## src/rtl/clock_pkg.sv

```systemverilog
// Shared types and helpers for the time-of-day / alarm blocks.
package clock_pkg;

  // BCD hour {tens[1:0], units[3:0]} and BCD minute {tens[2:0], units[3:0]}
  typedef logic [5:0] bcd_hour_t;
  typedef logic [6:0] bcd_min_t;

  typedef enum logic [1:0] {
    IDLE      = 2'd0,
    RING      = 2'd1,
    SNOOZE_ST = 2'd2
  } alm_state_t;

  // True when hour is 00..23 and minute is 00..59 with every nibble a BCD digit
  function automatic logic bcd_time_valid(input bcd_hour_t h, input bcd_min_t m);
    logic hour_ok;
    logic min_ok;
    hour_ok = (h[3:0] <= 4'd9) &&
              ((h[5:4] < 2'd2) || ((h[5:4] == 2'd2) && (h[3:0] <= 4'd3)));
    min_ok  = (m[3:0] <= 4'd9) && (m[6:4] <= 3'd5);
    return hour_ok && min_ok;
  endfunction

endpackage

```

## src/rtl/alarm_ctrl_multi_if.sv

```systemverilog
// Bus bundle between the alarm controller and its host (time counters,
// buttons, display and annunciators).
interface alarm_ctrl_multi_if
  import clock_pkg::*;
#(
  parameter int N_ALARM = 4
);
  localparam int SW = (N_ALARM > 1) ? $clog2(N_ALARM) : 1;

  // time base
  logic          en1hz;
  logic          sig2hz;
  bcd_hour_t     hour;
  bcd_min_t      minute;
  // slot programming
  logic          al_we;
  logic [SW-1:0] al_sel;
  bcd_hour_t     al_hour;
  bcd_min_t      al_min;
  logic          al_en;
  // user buttons
  logic          stop;
  logic          snooze;
  // readback for the display
  logic [SW-1:0] rd_sel;
  bcd_hour_t     rd_hour;
  bcd_min_t      rd_min;
  logic          rd_en;
  // annunciators and status
  logic          ring;
  logic          buzz;
  logic          led;
  logic [SW-1:0] ring_id;
  logic          wr_err;

  modport master (
    output en1hz, sig2hz, hour, minute,
    output al_we, al_sel, al_hour, al_min, al_en,
    output stop, snooze, rd_sel,
    input  rd_hour, rd_min, rd_en,
    input  ring, buzz, led, ring_id, wr_err
  );

  modport slave (
    input  en1hz, sig2hz, hour, minute,
    input  al_we, al_sel, al_hour, al_min, al_en,
    input  stop, snooze, rd_sel,
    output rd_hour, rd_min, rd_en,
    output ring, buzz, led, ring_id, wr_err
  );

endinterface

```

## src/rtl/alarm_slot_file.sv

```systemverilog
// Alarm slot storage: validated writes, display readback, per-slot match
// against the current time of day.
module alarm_slot_file
  import clock_pkg::*;
#(
  parameter int N_ALARM = 4,
  parameter int SW      = 2
) (
  input  logic               clk,
  input  logic               rst_n,
  input  logic               we,
  input  logic [SW-1:0]      sel,
  input  bcd_hour_t          wr_hour,
  input  bcd_min_t           wr_min,
  input  logic               wr_en,
  input  logic [SW-1:0]      rd_sel,
  input  bcd_hour_t          cur_hour,
  input  bcd_min_t           cur_min,
  output bcd_hour_t          rd_hour,
  output bcd_min_t           rd_min,
  output logic               rd_en,
  output logic [N_ALARM-1:0] match,
  output logic               accept,
  output logic               wr_err
);

  bcd_hour_t slot_hour [N_ALARM];
  bcd_min_t  slot_min  [N_ALARM];
  logic      slot_en   [N_ALARM];

  // A write lands only if the time is legal BCD and the slot exists
  assign accept = we && bcd_time_valid(wr_hour, wr_min) && (32'(sel) < N_ALARM);

  // Slot registers
  // NOTE: the slot array is reset explicitly because "all alarms cleared and
  // disabled" is visible behaviour after reset, so it cannot map to plain RAM.
  always_ff @(posedge clk or negedge rst_n) begin
    if (!rst_n) begin
      for (int i = 0; i < N_ALARM; i++) begin
        slot_hour[i] <= '0;
        slot_min[i]  <= '0;
        slot_en[i]   <= 1'b0;
      end
    end else if (accept) begin
      // NOTE: non-blocking assignments in clocked blocks so every register
      // samples pre-edge values regardless of statement order.
      slot_hour[sel] <= wr_hour;
      slot_min[sel]  <= wr_min;
      slot_en[sel]   <= wr_en;
    end
  end

  // Rejected write flag, one cycle after the offending strobe
  always_ff @(posedge clk or negedge rst_n) begin
    if (!rst_n) wr_err <= 1'b0;
    else        wr_err <= we && !accept;
  end

  // Display readback; out-of-range selects read as a cleared slot
  always_comb begin
    // NOTE: defaults first so no path leaves an output unassigned (no latch).
    rd_hour = '0;
    rd_min  = '0;
    rd_en   = 1'b0;
    if (32'(rd_sel) < N_ALARM) begin
      rd_hour = slot_hour[rd_sel];
      rd_min  = slot_min[rd_sel];
      rd_en   = slot_en[rd_sel];
    end
  end

  // Per-slot compare against the live time of day
  always_comb begin
    for (int i = 0; i < N_ALARM; i++) begin
      match[i] = slot_en[i] && (slot_hour[i] == cur_hour) && (slot_min[i] == cur_min);
    end
  end

endmodule

```

## src/rtl/alarm_ctrl_multi.sv

```systemverilog
// Multi-alarm controller: minute-edge trigger with lowest-slot priority,
// ring / snooze / auto-silence state machine, buzzer and LED drive.
module alarm_ctrl_multi
  import clock_pkg::*;
#(
  parameter int N_ALARM    = 4,
  parameter int RING_SEC   = 60,
  parameter int SNOOZE_MIN = 5,
  parameter int MAX_SNOOZE = 3
) (
  input logic               clk,
  input logic               rst_n,
  alarm_ctrl_multi_if.slave bus
);

  localparam int SW         = (N_ALARM > 1) ? $clog2(N_ALARM) : 1;
  localparam int SNZ_TICKS  = SNOOZE_MIN * 60;
  localparam int RW         = $clog2(RING_SEC + 1);
  localparam int NW         = $clog2(SNZ_TICKS + 1);
  localparam int CW         = (MAX_SNOOZE > 0) ? $clog2(MAX_SNOOZE + 1) : 1;

  localparam logic [1:0]    ST_IDLE   = 2'(IDLE);
  localparam logic [1:0]    ST_RING   = 2'(RING);
  localparam logic [1:0]    ST_SNOOZE = 2'(SNOOZE_ST);

  localparam logic [RW-1:0] RING_LAST = RW'(RING_SEC - 1);
  localparam logic [NW-1:0] SNZ_LOAD  = NW'(SNZ_TICKS);
  localparam logic [NW-1:0] SNZ_ONE   = NW'(1);
  localparam logic [CW-1:0] SNZ_MAX   = CW'(MAX_SNOOZE);

  logic [N_ALARM-1:0] match;
  logic               accept;
  logic               wr_err;
  bcd_hour_t          rd_hour;
  bcd_min_t           rd_min;
  logic               rd_en;

  alarm_slot_file #(
    .N_ALARM (N_ALARM),
    .SW      (SW)
  ) u_slots (
    .clk      (clk),
    .rst_n    (rst_n),
    .we       (bus.al_we),
    .sel      (bus.al_sel),
    .wr_hour  (bus.al_hour),
    .wr_min   (bus.al_min),
    .wr_en    (bus.al_en),
    .rd_sel   (bus.rd_sel),
    .cur_hour (bus.hour),
    .cur_min  (bus.minute),
    .rd_hour  (rd_hour),
    .rd_min   (rd_min),
    .rd_en    (rd_en),
    .match    (match),
    .accept   (accept),
    .wr_err   (wr_err)
  );

  logic [12:0]   prev_time;
  logic          minute_edge;
  logic          hit;
  logic [SW-1:0] winner;
  logic          trigger;
  logic          cancel;

  logic [1:0]    state,    state_nx;
  logic [RW-1:0] ring_cnt, ring_cnt_nx;
  logic [NW-1:0] snz_cnt,  snz_cnt_nx;
  logic [CW-1:0] snz_num,  snz_num_nx;
  logic [SW-1:0] ring_id,  ring_id_nx;
  logic          ring_q, buzz_q, led_q;

  // Registered copy of the time of day, refreshed every cycle
  always_ff @(posedge clk or negedge rst_n) begin
    if (!rst_n) prev_time <= '0;
    else        prev_time <= {bus.hour, bus.minute};
  end

  assign minute_edge = ({bus.hour, bus.minute} != prev_time);

  // Priority encoder: lowest matching slot wins
  always_comb begin
    hit    = 1'b0;
    winner = '0;
    for (int i = N_ALARM - 1; i >= 0; i--) begin
      if (match[i]) begin
        hit    = 1'b1;
        winner = SW'(i);
      end
    end
  end

  assign trigger = minute_edge && hit;
  // Reprogramming the slot that owns the live event kills the event
  assign cancel  = accept && (bus.al_sel == ring_id) && (state != ST_IDLE);

  // Next-state and counter update; any transition swallows a coincident tick
  always_comb begin
    state_nx    = state;
    ring_cnt_nx = ring_cnt;
    snz_cnt_nx  = snz_cnt;
    snz_num_nx  = snz_num;
    ring_id_nx  = ring_id;
    case (state)
      ST_IDLE: begin
        if (trigger) begin
          state_nx    = ST_RING;
          ring_id_nx  = winner;
          ring_cnt_nx = '0;
          snz_num_nx  = '0;
        end
      end
      ST_RING: begin
        if (cancel || bus.stop) begin
          state_nx = ST_IDLE;
        end else if (bus.snooze) begin
          if (snz_num < SNZ_MAX) begin
            state_nx   = ST_SNOOZE;
            snz_num_nx = snz_num + 1'b1;
            snz_cnt_nx = SNZ_LOAD;
          end else begin
            state_nx = ST_IDLE;
          end
        end else if (bus.en1hz) begin
          ring_cnt_nx = ring_cnt + 1'b1;
          if (ring_cnt == RING_LAST) state_nx = ST_IDLE;
        end
      end
      ST_SNOOZE: begin
        if (cancel || bus.stop) begin
          state_nx = ST_IDLE;
        end else if (trigger) begin
          state_nx    = ST_RING;
          ring_id_nx  = winner;
          ring_cnt_nx = '0;
          snz_num_nx  = '0;
        end else if (bus.en1hz) begin
          snz_cnt_nx = snz_cnt - 1'b1;
          if (snz_cnt == SNZ_ONE) begin
            state_nx    = ST_RING;
            ring_cnt_nx = '0;
          end
        end
      end
      default: state_nx = ST_IDLE;
    endcase
  end

  // State, counters and registered annunciators
  always_ff @(posedge clk or negedge rst_n) begin
    if (!rst_n) begin
      state    <= ST_IDLE;
      ring_cnt <= '0;
      snz_cnt  <= '0;
      snz_num  <= '0;
      ring_id  <= '0;
      ring_q   <= 1'b0;
      buzz_q   <= 1'b0;
      led_q    <= 1'b0;
    end else begin
      state    <= state_nx;
      ring_cnt <= ring_cnt_nx;
      snz_cnt  <= snz_cnt_nx;
      snz_num  <= snz_num_nx;
      ring_id  <= ring_id_nx;
      ring_q   <= (state_nx == ST_RING);
      buzz_q   <= (state_nx == ST_RING) && bus.sig2hz;
      led_q    <= (state_nx == ST_RING) || ((state_nx == ST_SNOOZE) && bus.sig2hz);
    end
  end

  assign bus.ring    = ring_q;
  assign bus.buzz    = buzz_q;
  assign bus.led     = led_q;
  assign bus.ring_id = ring_id;
  assign bus.wr_err  = wr_err;
  assign bus.rd_hour = rd_hour;
  assign bus.rd_min  = rd_min;
  assign bus.rd_en   = rd_en;

endmodule

```

## src/flat_wrapper.sv

```systemverilog
// flat-port wrapper written by rule: the top's interface ports become plain ports
module alarm_ctrl_multi_flat import clock_pkg::*;
#(
  parameter int N_ALARM    = 4,
  parameter int RING_SEC   = 60,
  parameter int SNOOZE_MIN = 5,
  parameter int MAX_SNOOZE = 3
)
  (clk, rst_n, bus_en1hz, bus_sig2hz, bus_hour, bus_minute, bus_al_we, bus_al_sel, bus_al_hour, bus_al_min, bus_al_en, bus_stop, bus_snooze, bus_rd_sel, bus_rd_hour, bus_rd_min, bus_rd_en, bus_ring, bus_buzz, bus_led, bus_ring_id, bus_wr_err);
  alarm_ctrl_multi_if #(.N_ALARM(N_ALARM)) bus_i ();
  input logic clk;
  input logic rst_n;
  input wire logic [$bits(bus_i.en1hz)-1:0] bus_en1hz;
  input wire logic [$bits(bus_i.sig2hz)-1:0] bus_sig2hz;
  input wire logic [$bits(bus_i.hour)-1:0] bus_hour;
  input wire logic [$bits(bus_i.minute)-1:0] bus_minute;
  input wire logic [$bits(bus_i.al_we)-1:0] bus_al_we;
  input wire logic [$bits(bus_i.al_sel)-1:0] bus_al_sel;
  input wire logic [$bits(bus_i.al_hour)-1:0] bus_al_hour;
  input wire logic [$bits(bus_i.al_min)-1:0] bus_al_min;
  input wire logic [$bits(bus_i.al_en)-1:0] bus_al_en;
  input wire logic [$bits(bus_i.stop)-1:0] bus_stop;
  input wire logic [$bits(bus_i.snooze)-1:0] bus_snooze;
  input wire logic [$bits(bus_i.rd_sel)-1:0] bus_rd_sel;
  output wire logic [$bits(bus_i.rd_hour)-1:0] bus_rd_hour;
  output wire logic [$bits(bus_i.rd_min)-1:0] bus_rd_min;
  output wire logic [$bits(bus_i.rd_en)-1:0] bus_rd_en;
  output wire logic [$bits(bus_i.ring)-1:0] bus_ring;
  output wire logic [$bits(bus_i.buzz)-1:0] bus_buzz;
  output wire logic [$bits(bus_i.led)-1:0] bus_led;
  output wire logic [$bits(bus_i.ring_id)-1:0] bus_ring_id;
  output wire logic [$bits(bus_i.wr_err)-1:0] bus_wr_err;
  assign bus_i.en1hz = bus_en1hz;
  assign bus_i.sig2hz = bus_sig2hz;
  assign bus_i.hour = bus_hour;
  assign bus_i.minute = bus_minute;
  assign bus_i.al_we = bus_al_we;
  assign bus_i.al_sel = bus_al_sel;
  assign bus_i.al_hour = bus_al_hour;
  assign bus_i.al_min = bus_al_min;
  assign bus_i.al_en = bus_al_en;
  assign bus_i.stop = bus_stop;
  assign bus_i.snooze = bus_snooze;
  assign bus_i.rd_sel = bus_rd_sel;
  assign bus_rd_hour = bus_i.rd_hour;
  assign bus_rd_min = bus_i.rd_min;
  assign bus_rd_en = bus_i.rd_en;
  assign bus_ring = bus_i.ring;
  assign bus_buzz = bus_i.buzz;
  assign bus_led = bus_i.led;
  assign bus_ring_id = bus_i.ring_id;
  assign bus_wr_err = bus_i.wr_err;
  alarm_ctrl_multi #(.N_ALARM(N_ALARM), .RING_SEC(RING_SEC), .SNOOZE_MIN(SNOOZE_MIN), .MAX_SNOOZE(MAX_SNOOZE)) u_core (.clk(clk), .rst_n(rst_n), .bus(bus_i));
endmodule
```

## config.mk

```make
export PLATFORM = sky130hd
export DESIGN_NAME = alarm_ctrl_multi_flat
export DESIGN_NICKNAME = d
export VERILOG_FILES = /design/src/rtl/clock_pkg.sv /design/src/rtl/alarm_ctrl_multi_if.sv /design/src/rtl/alarm_slot_file.sv /design/src/rtl/alarm_ctrl_multi.sv /design/src/flat_wrapper.sv
export SDC_FILE = /design/constraint.sdc
export NUM_CORES = 1
export LEC_CHECK = 0
export CAP_MARGIN = 40
export CORE_MARGIN = 10
export CORE_UTILIZATION = 61
export CTS_CLUSTER_DIAMETER = 100
export DETAILED_ROUTE_END_ITERATION = 7
export PLACE_DENSITY = 0.83
export REMOVE_ABC_BUFFERS = 1
export SLEW_MARGIN = 20
export SYNTH_ARGS = -nofsm -noshare
export SYNTH_HDL_FRONTEND = slang
export SYNTH_SLANG_ARGS = --single-unit
```

## constraint.sdc

```tcl
create_clock -name clk -period 6.57 [get_ports clk]
set_input_delay 0.9855 -clock clk [delete_from_list [all_inputs] [get_ports clk]]
set_output_delay 0.9855 -clock clk [all_outputs]
set_load 0.02 [all_outputs]
```

After elaboration in Yosys (flattened, before gate mapping):

Cells that the tools add are included.

* mux-type cells: 62
* bitwise logic cells: 2
* equal/unequal tests: 28
* magnitude comparators: 9
* reduce and logical (&&, ||, !) cells: 33
* add/subtract/negate cells: 3

Operators by type and width (count)
* $mux 6: 11
* $mux 9: 6
* $mux 2: 21
* $bwmux 28: 1
* $eq 7x7->1: 4
* $bwmux 24: 1
* $eq 6x6->1: 4
* $mux 7: 3
* $logic_and 1x1->1: 20
* $pmux 6 s3: 1
* $pmux 9 s2: 1
* $bmux 7 s2: 1
* $demux 7 s2: 1
* $ne 2x2->1 const B: 7
* $ne 13x13->1: 1
* $bmux 6 s2: 1
* $demux 6 s2: 1
* $pmux 2 s3: 2
* $eq 9x1->1 const B: 1
* $sub 9x1->9 const B: 1
* $le 4x4->1 const B: 2
* $reduce_and 8->1: 1
* $mux 1: 7
* $reduce_and 7->1: 1
* 26 further kinds: 37

* input bits: 38
* register bits: 94

Depth between registers and ports, before layout:

* depth after elaboration: 14
* gate-level depth with buffers: 9
* mapped depth without buffers: 8

Modules after synthesis:

From an unflattened synthesis, not the netlist that was laid out.

* cell total of the unflattened synthesis: 413
* area, all modules: 5022.3 um2

Modules (own cells, without submodules)
* alarm_slot_file: cells each 231, times used 1, area each 3148.0 um2
* alarm_ctrl_multi: cells each 182, times used 1, area each 1874.3 um2

Worst setup path before layout:

Ideal clock, no wire load.

* kind: input to output
* start point: input port bus_rd_sel[0]
* end point: output port bus_rd_hour[1]
* cell stages on the path: 3
* arrival: 2.452 ns
* setup slack: 3.132 ns
* path buffers: 2
* path through: clkbuf_1 > buf_1 > mux4_2

* cells in the longest elaborated chain, start to end: 4

RTL lines
* start, declared: line flat_wrapper.sv:24 `input wire logic [$bits(bus_i.rd_sel)-1:0] bus_rd_sel;`
* $not 2->3 (implied by the code): line alarm_slot_file.sv:66 `rd_hour = slot_hour[rd_sel];`
* $bmux 6 s2: line alarm_slot_file.sv:66
* $mux 6 (implied by the code) (2 in series): line alarm_slot_file.sv:66
* end, declared: line flat_wrapper.sv:25 `output wire logic [$bits(bus_i.rd_hour)-1:0] bus_rd_hour;`

Every way passes these cells. The select of a mux whose other input is x is not followed.

Worst setup path in the final report:

* start point: input port bus_rd_sel[0]
* end point: output port bus_rd_hour[0]

The elaborated chain is that of the path after synthesis.

==> results.sh <==
export IMPL_die_w_um=111.3
export IMPL_skew_ns=0.01674
export IMPL_n_antenna_cell=0
export IMPL_synth_area_leaders="dfrtp_1 (46%), mux2_2 (14%), xnor2_1 (11%)"
export IMPL_placedCellCount=570
export IMPL_cts_sinks=94
export IMPL_crit_family="buffers and inverters"
export IMPL_path_class="primary input to primary output"
export IMPL_endpoint_kind="primary output"
export IMPL_maxCapViolCount=0
export IMPL_area_growth_pct=16.93
export IMPL_rsz0062_at_grt="no"
export IMPL_arrival_ns=3.08
export IMPL_track_usage_pct=19.98
export IMPL_ctsLongestPathBuffers=2
export IMPL_synth_edf_count=0
export IMPL_yosysWarnings=0
export IMPL_clkLatencyLatePin_ns=0.37
export IMPL_tightestPinTransition_ns=0.8378
export IMPL_drive_gt1_share_pct=21.62
export IMPL_finalInstanceArea_um2=5944
export IMPL_final_common_cell="dfrtp_1"
export IMPL_vias_per_cell=6.104
export IMPL_leakage_nw=2.354
export IMPL_hold_buffers=0
export IMPL_grt_first_pass_wirelength_mm=19.99
export IMPL_wl_per_cell_um=21.19
export IMPL_finalSetupTns_ns=0
export IMPL_hp_class="register to register"
export IMPL_max_slew_margin_pct=43.97
export IMPL_hold_viol_final=0
export IMPL_finalCritPeriodShare_pct=61.81
export IMPL_gp_congestion=0.9827
export IMPL_fmax_mhz=246.2
export IMPL_cts_made_buffers=9
export IMPL_layout_common_cells="dfrtp_1 (94), xnor2_1 (61), mux2_2 (61), clkdlybuf4s50_1 (56), nand4_1 (31)"
export IMPL_max_stage_delay_ns=0.77
export IMPL_dr_pass1_iters=4
export IMPL_placed_cell_area_um2=5712
export IMPL_drtAntennaViolNets=0
export IMPL_grt_pass1_vias=3712
export IMPL_vdd_ir_drop_max_mv=0.1907
export IMPL_syn_area_per_cell_um2=11.93
export IMPL_core_um2=8175
export IMPL_stdcell_count=586
export IMPL_grt_overflow=0
export IMPL_drcViolationCount=0
export IMPL_worstPathCellList="clkdlybuf4s50_1 -> buf_8 -> mux4_2 -> clkdlybuf4s50_1"
export IMPL_power_density_nw_per_um2=290.1
export IMPL_yosysSeqAreaShare_pct=46.27
export IMPL_drv_slew=0
export IMPL_yosys_area_top_type="dfrtp_1"
export IMPL_io_buffers=57
export IMPL_start_util_pct=62.18
export IMPL_dp_hpwl_mm=9.386
export IMPL_path_max_fanout=9
export IMPL_syn_inst=426
export IMPL_dr_first_iter_drc_count=169
export IMPL_ys_async_sr_fraction_pct=100.0
export IMPL_slowest_stage="clkdlybuf4s50_1"
export IMPL_synth_seq_cells=94
export IMPL_cts_resized=0
export IMPL_cts_setup_buffers=0
export IMPL_grt_max_degree=49
export IMPL_worstSetupStartpointType="primary input"
export IMPL_layout_min_cycle_time_ns=4.061
export IMPL_nNetsFinal=518
export IMPL_vias=3577
export IMPL_synth_top_cell_area_share_pct=46.27
export IMPL_worst_ep_required_time_ns=5.58
export IMPL_dieArea_um2=12390
export IMPL_status="complete, no violations"
export IMPL_die_h_um=111.3
export IMPL_cts_tree="done"
export IMPL_crit_buf_inv=3
export IMPL_clock_root_buffer="clkbuf_8"
export IMPL_ys_types=44
export IMPL_cts_htree_levels=3
export IMPL_core_rowCount=33
export IMPL_finalSetupViolCount=0
export IMPL_crit_top_cell="clkdlybuf4s50_1"
export IMPL_netlist_area_um2=5084
export IMPL_num_io_pins=58
export IMPL_antenna_found_initial=0
export IMPL_synth_top_flop_cell="dfrtp_1"
export IMPL_cts_clk_slew_worst_paths_ns=0.08
export IMPL_wirelength_mm=12.42
==> Yosys cell counts (2+ instances only) <==
master    instances
nor2b_1           2
or4_1             2
a21o_1            4
a21oi_1           5
ha_1              4
buf_6             3
o21a_1            2
a311o_1           2
o21ai_0           9
nor2_1           12
or3_1             9
or2_2             2
nand2_1          21
mux4_2           14
clkbuf_1          5
xnor2_1          61
mux2_2           61
nand4_1          31
nand2b_1          4
nor3_1            7
dfrtp_1          94
nand3_1           9
nor4_1           13
inv_1             6
a41oi_1           2
o31ai_1           3
xor2_1            6
buf_2            13
buf_1             2
nor3b_1           3
o21bai_1          2
==> worst paths after layout <==
kind / from / endpoint / slack, ns / cells after the start
max: bus_rd_sel[0] / bus_rd_hour[0] / 2.51 / 4
min: u_core.snz_num[0] / u_core.snz_num[0] / 0.51 / 1
max reg2reg: u_core.u_slots.slot_hour[4] / u_core.ring_cnt[2] / 3.89 / 7
min reg2reg: u_core.snz_num[0] / u_core.snz_num[0] / 0.51 / 1
max in group asynchronous: rst_n / u_core.u_slots.slot_en[2] / 4.94 / 2
min in group asynchronous: rst_n / u_core.ring_cnt[5] / 0.61 / 1
==> state kept, by name, indices dropped and copies added (netlist names) <==
signal and cells:
u_core.snz_num 2, u_core.bus.ring 1, u_core.ring_cnt 6, u_core.u_slots.wr_err 1, u_core.bus.led 1, u_core.prev_time 13, u_core.u_slots.slot_hour 24, u_core.snz_cnt 9
u_core.bus.buzz 1, u_core.state 2, u_core.u_slots.slot_en 4, u_core.u_slots.slot_min 28, u_core.bus.ring_id 2
==> area by class of cell <==
| type | instances | area [µm²] |
|---|---|---|
| fillers | 563 | 2231 |
| well taps | 105 | 131.4 |
| flip-flops and latches | 94 | 2352 |
| repair buffers | 62 | 616.8 |
| clock inverters | 5 | 81.33 |
| inverters | 6 | 22.52 |
| clock buffers | 11 | 151.4 |
| multi-input cells | 303 | 2589 |
==> power by group <==
| part | internal (W) | total [W] | switching, W |
|---|---|---|---|
| Clock | 0.000235 | 0.000444 | 0.000209 |
| Sequential | 0.000683 | 0.000788 | 0.000105 |
| Combinational | 0.000264 | 0.000492 | 0.000229 |
==> kinds of logic after synthesis <==
logic type                 synth area share (%)
DFF                                       46.27
AOI/OAI and AO/OA                         5.021
and+or+nand+nor                           13.56
xor gates and xnor gates                  11.54
adders and majority gates                0.9845
muxes                                     19.71
buffers and inverters                     2.904
==> per-layer routing <==
metal  share of wire (%)  GRT usage [%]  vias up
li1                    -              -     1660
met5                   0              0        -
met4                 2.6          7.284        0
met1                  42          24.21     1796
met2                  50          33.65       99
met3                 5.1          4.816       22
==> metrics by stage <==
| step | power [W] | hold slack, ns | util (%) | setup WS, ns |
|---|---|---|---|---|
| 2_1_floorplan | 0.001081 | 0.4671 | - | 3.471 |
| 3_3_place_gp | 0.001276 | 0.4905 | 69.54 | 2.192 |
| 3_5_place_dp | 0.001289 | 0.4988 | 69.87 | 2.513 |
| 4_1_cts | 0.001727 | 0.5097 | 72.71 | 2.498 |
| 5_1_grt | 0.001799 | 0.5280 | 72.71 | 2.432 |
| 6_report | 0.001725 | 0.5116 | 72.71 | 2.509 |
(Power assumes the default switching activity.)
